`src/rtl/rv32i_types.sv`:
```
// Shared RV32I definitions: data width, register index width, and the
// architectural register names with their ABI aliases.
package rv32i_types;

  localparam int unsigned XLEN       = 32;
  localparam int unsigned REG_ADDR_W = 5;

  typedef enum logic [REG_ADDR_W-1:0] {
    X0,  X1,  X2,  X3,  X4,  X5,  X6,  X7,
    X8,  X9,  X10, X11, X12, X13, X14, X15,
    X16, X17, X18, X19, X20, X21, X22, X23,
    X24, X25, X26, X27, X28, X29, X30, X31
  } reg_idx_e;

  localparam reg_idx_e ZERO = X0;
  localparam reg_idx_e RA   = X1;
  localparam reg_idx_e SP   = X2;
  localparam reg_idx_e GP   = X3;
  localparam reg_idx_e TP   = X4;
  localparam reg_idx_e T0   = X5;
  localparam reg_idx_e T1   = X6;
  localparam reg_idx_e T2   = X7;
  localparam reg_idx_e S0   = X8;
  localparam reg_idx_e FP   = X8;
  localparam reg_idx_e S1   = X9;
  localparam reg_idx_e A0   = X10;
  localparam reg_idx_e A1   = X11;
  localparam reg_idx_e A2   = X12;
  localparam reg_idx_e A3   = X13;
  localparam reg_idx_e A4   = X14;
  localparam reg_idx_e A5   = X15;
  localparam reg_idx_e A6   = X16;
  localparam reg_idx_e A7   = X17;
  localparam reg_idx_e S2   = X18;
  localparam reg_idx_e S3   = X19;
  localparam reg_idx_e S4   = X20;
  localparam reg_idx_e S5   = X21;
  localparam reg_idx_e S6   = X22;
  localparam reg_idx_e S7   = X23;
  localparam reg_idx_e S8   = X24;
  localparam reg_idx_e S9   = X25;
  localparam reg_idx_e S10  = X26;
  localparam reg_idx_e S11  = X27;
  localparam reg_idx_e T3   = X28;
  localparam reg_idx_e T4   = X29;
  localparam reg_idx_e T5   = X30;
  localparam reg_idx_e T6   = X31;

endpackage

```
`src/rtl/register_file_cells.sv`:
```
// Building blocks for the register file: enabled flop, one-hot write
// decoder tree and the 32:1 read mux tree.
module register_en
  import rv32i_types::*;
#(
  parameter int unsigned W = XLEN
) (
  input  logic         clk,
  input  logic         rst,
  input  logic         ena,
  input  logic [W-1:0] d,
  output logic [W-1:0] q
);
  always_ff @(posedge clk or posedge rst) begin
    if (rst)      q <= '0;
    else if (ena) q <= d;
  end
endmodule

module decoder_2_to_4 (
  input  logic       ena,
  input  logic [1:0] sel,
  output logic [3:0] out
);
  always_comb begin
    out = '0;
    if (ena) out[sel] = 1'b1;
  end
endmodule

module decoder_3_to_8 (
  input  logic       ena,
  input  logic [2:0] sel,
  output logic [7:0] out
);
  always_comb begin
    out = '0;
    if (ena) out[sel] = 1'b1;
  end
endmodule

module decoder_5_to_32 (
  input  logic        ena,
  input  logic [4:0]  sel,
  output logic [31:0] out
);
  logic [3:0] hi;
  logic [7:0] lo;

  decoder_2_to_4 u_hi (.ena(ena),  .sel(sel[4:3]), .out(hi));
  decoder_3_to_8 u_lo (.ena(1'b1), .sel(sel[2:0]), .out(lo));

  // Line k = hi group (k/8) AND low line (k%8); enable lives only in the hi stage.
  always_comb begin
    for (int unsigned k = 0; k < 32; k++) out[k] = hi[k/8] & lo[k%8];
  end
endmodule

module mux16
  import rv32i_types::*;
#(
  parameter int unsigned W = XLEN
) (
  input  logic [15:0][W-1:0] in,
  input  logic [3:0]         sel,
  output logic [W-1:0]       out
);
  assign out = in[sel];
endmodule

module mux_32_to_1
  import rv32i_types::*;
#(
  parameter int unsigned W = XLEN
) (
  input  logic [31:0][W-1:0] in,
  input  logic [4:0]         sel,
  output logic [W-1:0]       out
);
  logic [W-1:0] lo_half;
  logic [W-1:0] hi_half;

  mux16 #(.W(W)) u_lo (.in(in[15:0]),  .sel(sel[3:0]), .out(lo_half));
  mux16 #(.W(W)) u_hi (.in(in[31:16]), .sel(sel[3:0]), .out(hi_half));

  assign out = sel[4] ? hi_half : lo_half;
endmodule

```
`src/rtl/register_file.sv`:
```
// RV32I integer register file: 2 combinational read ports, 1 write port, x0 = 0.
// Define REGFILE_BYPASS_EN to forward same-cycle write data to the read ports.
module register_file
  import rv32i_types::*;
#(
  parameter int unsigned N = XLEN,
  parameter int unsigned L = 32
) (
  input  logic                 clk,
  input  logic                 rst,
  input  logic                 wr_ena,
  input  logic [$clog2(L)-1:0] wr_addr,
  input  logic [N-1:0]         wr_data,
  input  logic [$clog2(L)-1:0] rd_addr0,
  output logic [N-1:0]         rd_data0,
  input  logic [$clog2(L)-1:0] rd_addr1,
  output logic [N-1:0]         rd_data1
);
  logic [31:0]        wr_sel;
  logic [31:0][N-1:0] regs;
  logic [N-1:0]       mux_data0;
  logic [N-1:0]       mux_data1;
  logic               unused_wr_sel0;

  decoder_5_to_32 u_dec (.ena(wr_ena), .sel(wr_addr), .out(wr_sel));

  // x0 has no flop; its decode line is deliberately left dangling.
  assign unused_wr_sel0 = wr_sel[0];
  assign regs[0]        = '0;

  for (genvar i = 1; i < 32; i++) begin : g_reg
    register_en #(.W(N)) u_reg (
      .clk(clk),
      .rst(rst),
      .ena(wr_sel[i]),
      .d  (wr_data),
      .q  (regs[i])
    );
  end

  mux_32_to_1 #(.W(N)) u_rd0 (.in(regs), .sel(rd_addr0), .out(mux_data0));
  mux_32_to_1 #(.W(N)) u_rd1 (.in(regs), .sel(rd_addr1), .out(mux_data1));

`ifdef REGFILE_BYPASS_EN
  logic fwd0;
  logic fwd1;

  assign fwd0     = wr_ena && (wr_addr != X0) && (wr_addr == rd_addr0);
  assign fwd1     = wr_ena && (wr_addr != X0) && (wr_addr == rd_addr1);
  assign rd_data0 = fwd0 ? wr_data : mux_data0;
  assign rd_data1 = fwd1 ? wr_data : mux_data1;
`else
  assign rd_data0 = mux_data0;
  assign rd_data1 = mux_data1;
`endif

endmodule

```
`config.mk`:
```
export PLATFORM = sky130hd
export DESIGN_NAME = register_file
export DESIGN_NICKNAME = d
export VERILOG_FILES = /design/src/rtl/rv32i_types.sv /design/src/rtl/register_file_cells.sv /design/src/rtl/register_file.sv
export SDC_FILE = /design/constraint.sdc
export NUM_CORES = 2
export LEC_CHECK = 0
export BUFFER_PORTS_ARGS = -buffer_cell sky130_fd_sc_hd__buf_2
export CORE_ASPECT_RATIO = 1.75
export CORE_MARGIN = 2
export CORE_UTILIZATION = 52
export CTS_BUF_LIST = sky130_fd_sc_hd__clkbuf_2
export DETAILED_ROUTE_END_ITERATION = 12
export HOLD_SLACK_MARGIN = 0.12
export PLACE_DENSITY = 0.68
export SETUP_SLACK_MARGIN = 0.3
export SYNTH_ARGS = -nofsm -noshare
export SYNTH_HDL_FRONTEND = slang
export SYNTH_SLANG_ARGS = --single-unit
```
`constraint.sdc`:
```
create_clock -name clk -period 71.1 [get_ports clk]
set_input_delay 3.555 -clock clk [delete_from_list [all_inputs] [get_ports clk]]
set_output_delay 3.555 -clock clk [all_outputs]
set_load 0.03 [all_outputs]
```
## Word-level counts from Yosys, hierarchy flattened

Index checks and enable logic that the tools add are counted.
Widths: inputs -> output; s select.

- Register bits: 992
- Latch bits: 0
- Bits in writable memories: 0
- ROM bits: 0
- Bits of input ports: 50
- Output and inout bits: 64
- Word-level logic and storage cells: 85
- Memories: 0

- Add/sub/neg operators: 0
- Multipliers: 0
- Divide/modulo/power cells: 0
- $lt $le $gt $ge: 6
- Equality and inequality tests: 0
- Shifts and indexed selects: 0
- Muxes and demuxes: 15
- Bitwise gates (word level): 31
- Reductions and logical operators: 2

Operator list:

| cell | number |
|---|---|
| $bmux 32 s4 | 4 |
| $mux 32 | 6 |
| $and 1x1->1 | 31 |
| $lt 4x5->1 const B | 2 |
| $lt 3x4->1 const B | 1 |
| $mux 4 | 1 |
| $demux 1 s3 | 1 |
| $ge 3x1->1 const B | 1 |
| $lt 2x3->1 const B | 1 |
| $demux 1 s2 | 1 |
| $ge 2x1->1 const B | 1 |
| $logic_and 1x1->1 | 2 |
| $mux 1 | 2 |

## Longest topological paths before layout

- Word-level depth: 6
- Mapped depth: 8
- Gate-level depth less buffers: 4

## Cells and area by module

A second synthesis with hierarchy kept.

- Cells, all modules: 3341
- Area, all modules: 58155.8 um2

By module, submodules not included:

| module | times used | cells an instance | area an instance (um2) | sequential area each (um2) |
|---|---|---|---|---|
| register_en | 31 | 69 | 1348.8 | 800.8 |
| mux16 | 4 | 271 | 3728.6 | 0.0 |
| mux_32_to_1 | 2 | 36 | 544.3 | 0.0 |
| decoder_5_to_32 | 1 | 33 | 203.9 | 0.0 |
| decoder_3_to_8 | 1 | 8 | 95.1 | 0.0 |
| decoder_2_to_4 | 1 | 4 | 37.5 | 0.0 |
| register_file | 1 | 1 | 3.8 | 0.0 |

## Least setup slack after synthesis

No wires, ideal clock.

- Kind: input port to output port
- From: input port rd_addr0[0]
- To: output port rd_data0[30]
- Arrival: 5.397 ns
- Data required time: 67.545 ns
- Path slack: 62.148 ns
- Stages on the path: 8
- Buffers on the path: 5
- Cells stage by stage: buf_4 buf_6 buf_6 buf_4 buf_2 mux2i_1 a211oi_1 o31ai_1

- Longest elaborated chain between the ends: 3
- Elaborated cells on any way between the ends: 5
- Classes of those cells: mux: 5

Ends and longest elaborated chain:

| item | line | text |
|---|---|---|
| start, declared | register_file.sv:14 | `input logic [$clog2(L)-1:0] rd_addr0,` |
| $bmux 32 s4 | register_file_cells.sv:68 | `assign out = in[sel];` |
| $mux 32 (implied by the code) | register_file_cells.sv:68 |  |
| $mux 32 (*) | register_file_cells.sv:86 | `assign out = sel[4] ? hi_half : lo_half;` |
| end, declared | register_file.sv:15 | `output logic [N-1:0] rd_data0,` |

Every way passes the cells marked *; elsewhere a longest branch is shown, timed or not. The select of a mux whose other input is x is not followed.

## Worst setup path in the final report

- From: input port rd_addr0[0]
- To: output port rd_data0[21]

The elaborated chain is that of the path after synthesis.

==> impl_metrics.json <==
{
  "die-height_um": 427,
  "clock-sinks": 992,
  "synth_top_cell_area_share_pct": 46.6,
  "ant_nets": 0,
  "core-area_um2": 102000,
  "startpoint_type": "input pin",
  "syn_nets": 3648,
  "yosysWarnings": 0,
  "synth_flop_cell": "dfrtp_1",
  "leakage_uw": 0.0251,
  "cts_hold_buf": 0,
  "worstMarginPinSlew_ns": 1.14,
  "cts-root-buf": "clkbuf_2",
  "drc": 0,
  "vias_per_cell": 6.92,
  "ir_drop_mv": 0.0163,
  "portBuffers": 113,
  "hold_start": "g_reg[17].u_reg.q[18]",
  "rr_startpoint": "g_reg[7].u_reg.q[5]",
  "r2r_cells": 1,
  "r2r_slack_ns": 70.25,
  "worstSetupPathType": "input pin to output pin",
  "die_width_um": 246,
  "post-cts-setup-buffers": 0,
  "clk_latency_ns": 1.61,
  "critPathCaptureType": "output pin",
  "hold_violations": 0,
  "routedWlPerCell_um": 34.2,
  "grt_max_degree": 129,
  "cts_inserted_buffers": 226,
  "fmax_ghz": 0.0842,
  "dp_cells": 4718,
  "num-nets-final": 3662,
  "synth_edf_count": 0,
  "drt_iter0_markers": 3093,
  "r2r-end": "g_reg[7].u_reg.q[5]",
  "largest_reg_flops": 992,
  "drive_above_1_share_pct": 52.4,
  "cp_max_fo": 84,
  "fin_crit_ns": 11.88,
  "antenna_found_initial": 19,
  "power_density_nw_per_um2": 26.2,
  "num_rows": 155,
  "hold_path_end": "g_reg[17].u_reg.q[18]",
  "synth_cells": 3598,
  "final_cells": 5125,
  "h-tree-depth": 4,
  "synth_seq_cells": 992,
  "status": "complete, no violations",
  "drt_pass1_iterations": 5,
  "post-dp-hpwl_mm": 97.9,
  "grt_pass1_vias": 38900,
  "slew_viol_final": 0,
  "grt_pass1_wl_mm": 257,
  "ctsResizeCount": 0,
  "p_total_uw": 1480,
  "track_usage_pct": 34.0,
  "boundaryPins": 114,
  "overflow": 0,
  "rsz0062_at_grt": "no",
  "cp.arrival_ns": 8.32,
  "setup_viol": 0,
  "synth_area_leaders": "dfrtp_1 47%, mux2_2 22%, mux4_2 16%",
  "avgSynthCellArea_um2": 14.8,
  "cp.required_ns": 67.54,
  "drt-total-wl_mm": 175,
  "async_flop_share_pct": 100,
  "max-slew-margin-rel_pct": 23.9,
  "gp_congestion": 0.844,
  "yosysSeqAreaShare_pct": 46.6,
  "dieArea_um2": 105000,
  "fin_setup_tns_ns": 0,
  "hp-class": "register to register",
  "min_path_cells": 1,
  "cts_tree": "done",
  "routed-via-count": 35500,
  "drv.max_cap_violation_count": 0,
  "synth_cell_types": 30,
  "syn_to_final_growth_pct": 6.10,
  "synth_top_area_cell": "dfrtp_1",
  "cts_buffer_depth": 3,
  "synth_area_um2": 53200,
  "top_register": "g.u_reg.q",
  "clock_skew_ns": 0,
  "largestRegisters": "g.u_reg.q: 992 flops",
  "period_share_pct": 16.7,
  "cts.clk_slew.worst_paths_ns": 0.10,
  "start_util_pct": 52.3
}
==> through the flow <==
step	instance area, um2	util, %	hold WS (ns)	setup slack (ns)
3_5_place_dp	54500	53.5	0.509	59.23
3_3_place_gp	54500	53.5	0.490	59.22
4_1_cts	56400	55.4	0.532	59.23
2_1_floorplan	53200	-	0.480	39.64
5_1_grt	56500	55.4	0.542	58.93
6_report	56500	55.5	0.530	59.22
==> how the worst max path moves through the flow <==
| stage | depth (start not counted) | slack [ns] | end | startpoint |
|---|---|---|---|---|
| after floorplan | 1 | 39.64 | g_reg[10].u_reg.q[0] | rst |
| after global placement | 9 | 59.22 | rd_data0[21] | rd_addr0[0] |
| after detailed placement | 9 | 59.23 | rd_data0[21] | rd_addr0[0] |
| after CTS | 9 | 59.23 | rd_data0[21] | rd_addr0[0] |
| after global routing | 9 | 58.93 | rd_data0[21] | rd_addr0[0] |
| final | 9 | 59.22 | rd_data0[21] | rd_addr0[0] |
==> routing by layer <==
| layer | wire length (um) | global-route usage, % | up-vias |
|---|---|---|---|
| met5 | 103 | 0 | - |
| met3 | 14400 | 7.78 | 704 |
| met2 | 87100 | 56.9 | 1865 |
| li1 | - | - | 14100 |
| met1 | 61600 | 39.8 | 18800 |
| met4 | 12000 | 20.6 | 16 |
==> cell usage after synthesis, types with 49 or more instances <==
library cell and n:
buf_2 104, a211oi_1 64, a22o_1 191, mux4_2 384, o22ai_1 64, buf_1 49
clkbuf_1 195, dfrtp_1 992, and2_1 66, mux2_2 1034, mux2i_1 194, o31ai_1 64
o21ai_1 64
==> power by group <==
part           internal [uW]  total [uW]  switching (uW)
Clock                    126         362             236
Sequential               674         756            82.1
Combinational            204         359             155
==> critical path, cell delays in order <==
cell and delay (ns):
buf_8 0.64, buf_4 0.71, buf_4 0.82, buf_4 0.77, mux4_2 0.37, mux2i_1 0.07, and2_1 0.19, o31ai_1 0.70
buf_2 0.33
==> logic make-up after synthesis <==
group / Yosys count / synth area share (%)
buffers and inverters: 399 / 3.47
DFF: 992 / 46.6
and+or+nand+nor: 127 / 1.35
AOI/OAI and AO/OA: 447 / 6.30
muxes: 1633 / 42.2
==> area by class of cell <==
class | instances | area [um2]
Antenna cell | 10 | 25.0
Clock buffer | 309 | 1550
Clock inverter | 88 | 412
Fill cell | 8362 | 45400
Inverter | 3 | 18.8
Multi-Input combinational cell | 2207 | 26800
Sequential cell | 992 | 24800
Tap cell | 1334 | 1670
Timing Repair Buffer | 182 | 1150
==> placed cells by master, fill, tap and decap left out, drive strengths merged, types with 8 or more instances in the layout <==
cell type / Yosys / routed
mux2i: 194 / 194
a211oi: 64 / 64
clkbuf: 195 / 309
mux4: 384 / 384
diode: 0 / 10
o22ai: 64 / 64
buf: 201 / 182
nand2: 19 / 19
a22o: 191 / 191
inv: 3 / 8
o21ai: 64 / 64
clkinv: 0 / 78
and2: 66 / 66
o31ai: 64 / 64
dfrtp: 992 / 992
mux2: 1055 / 1055
nor2: 19 / 19
Note: power is estimated with default switching activity, not from simulation.
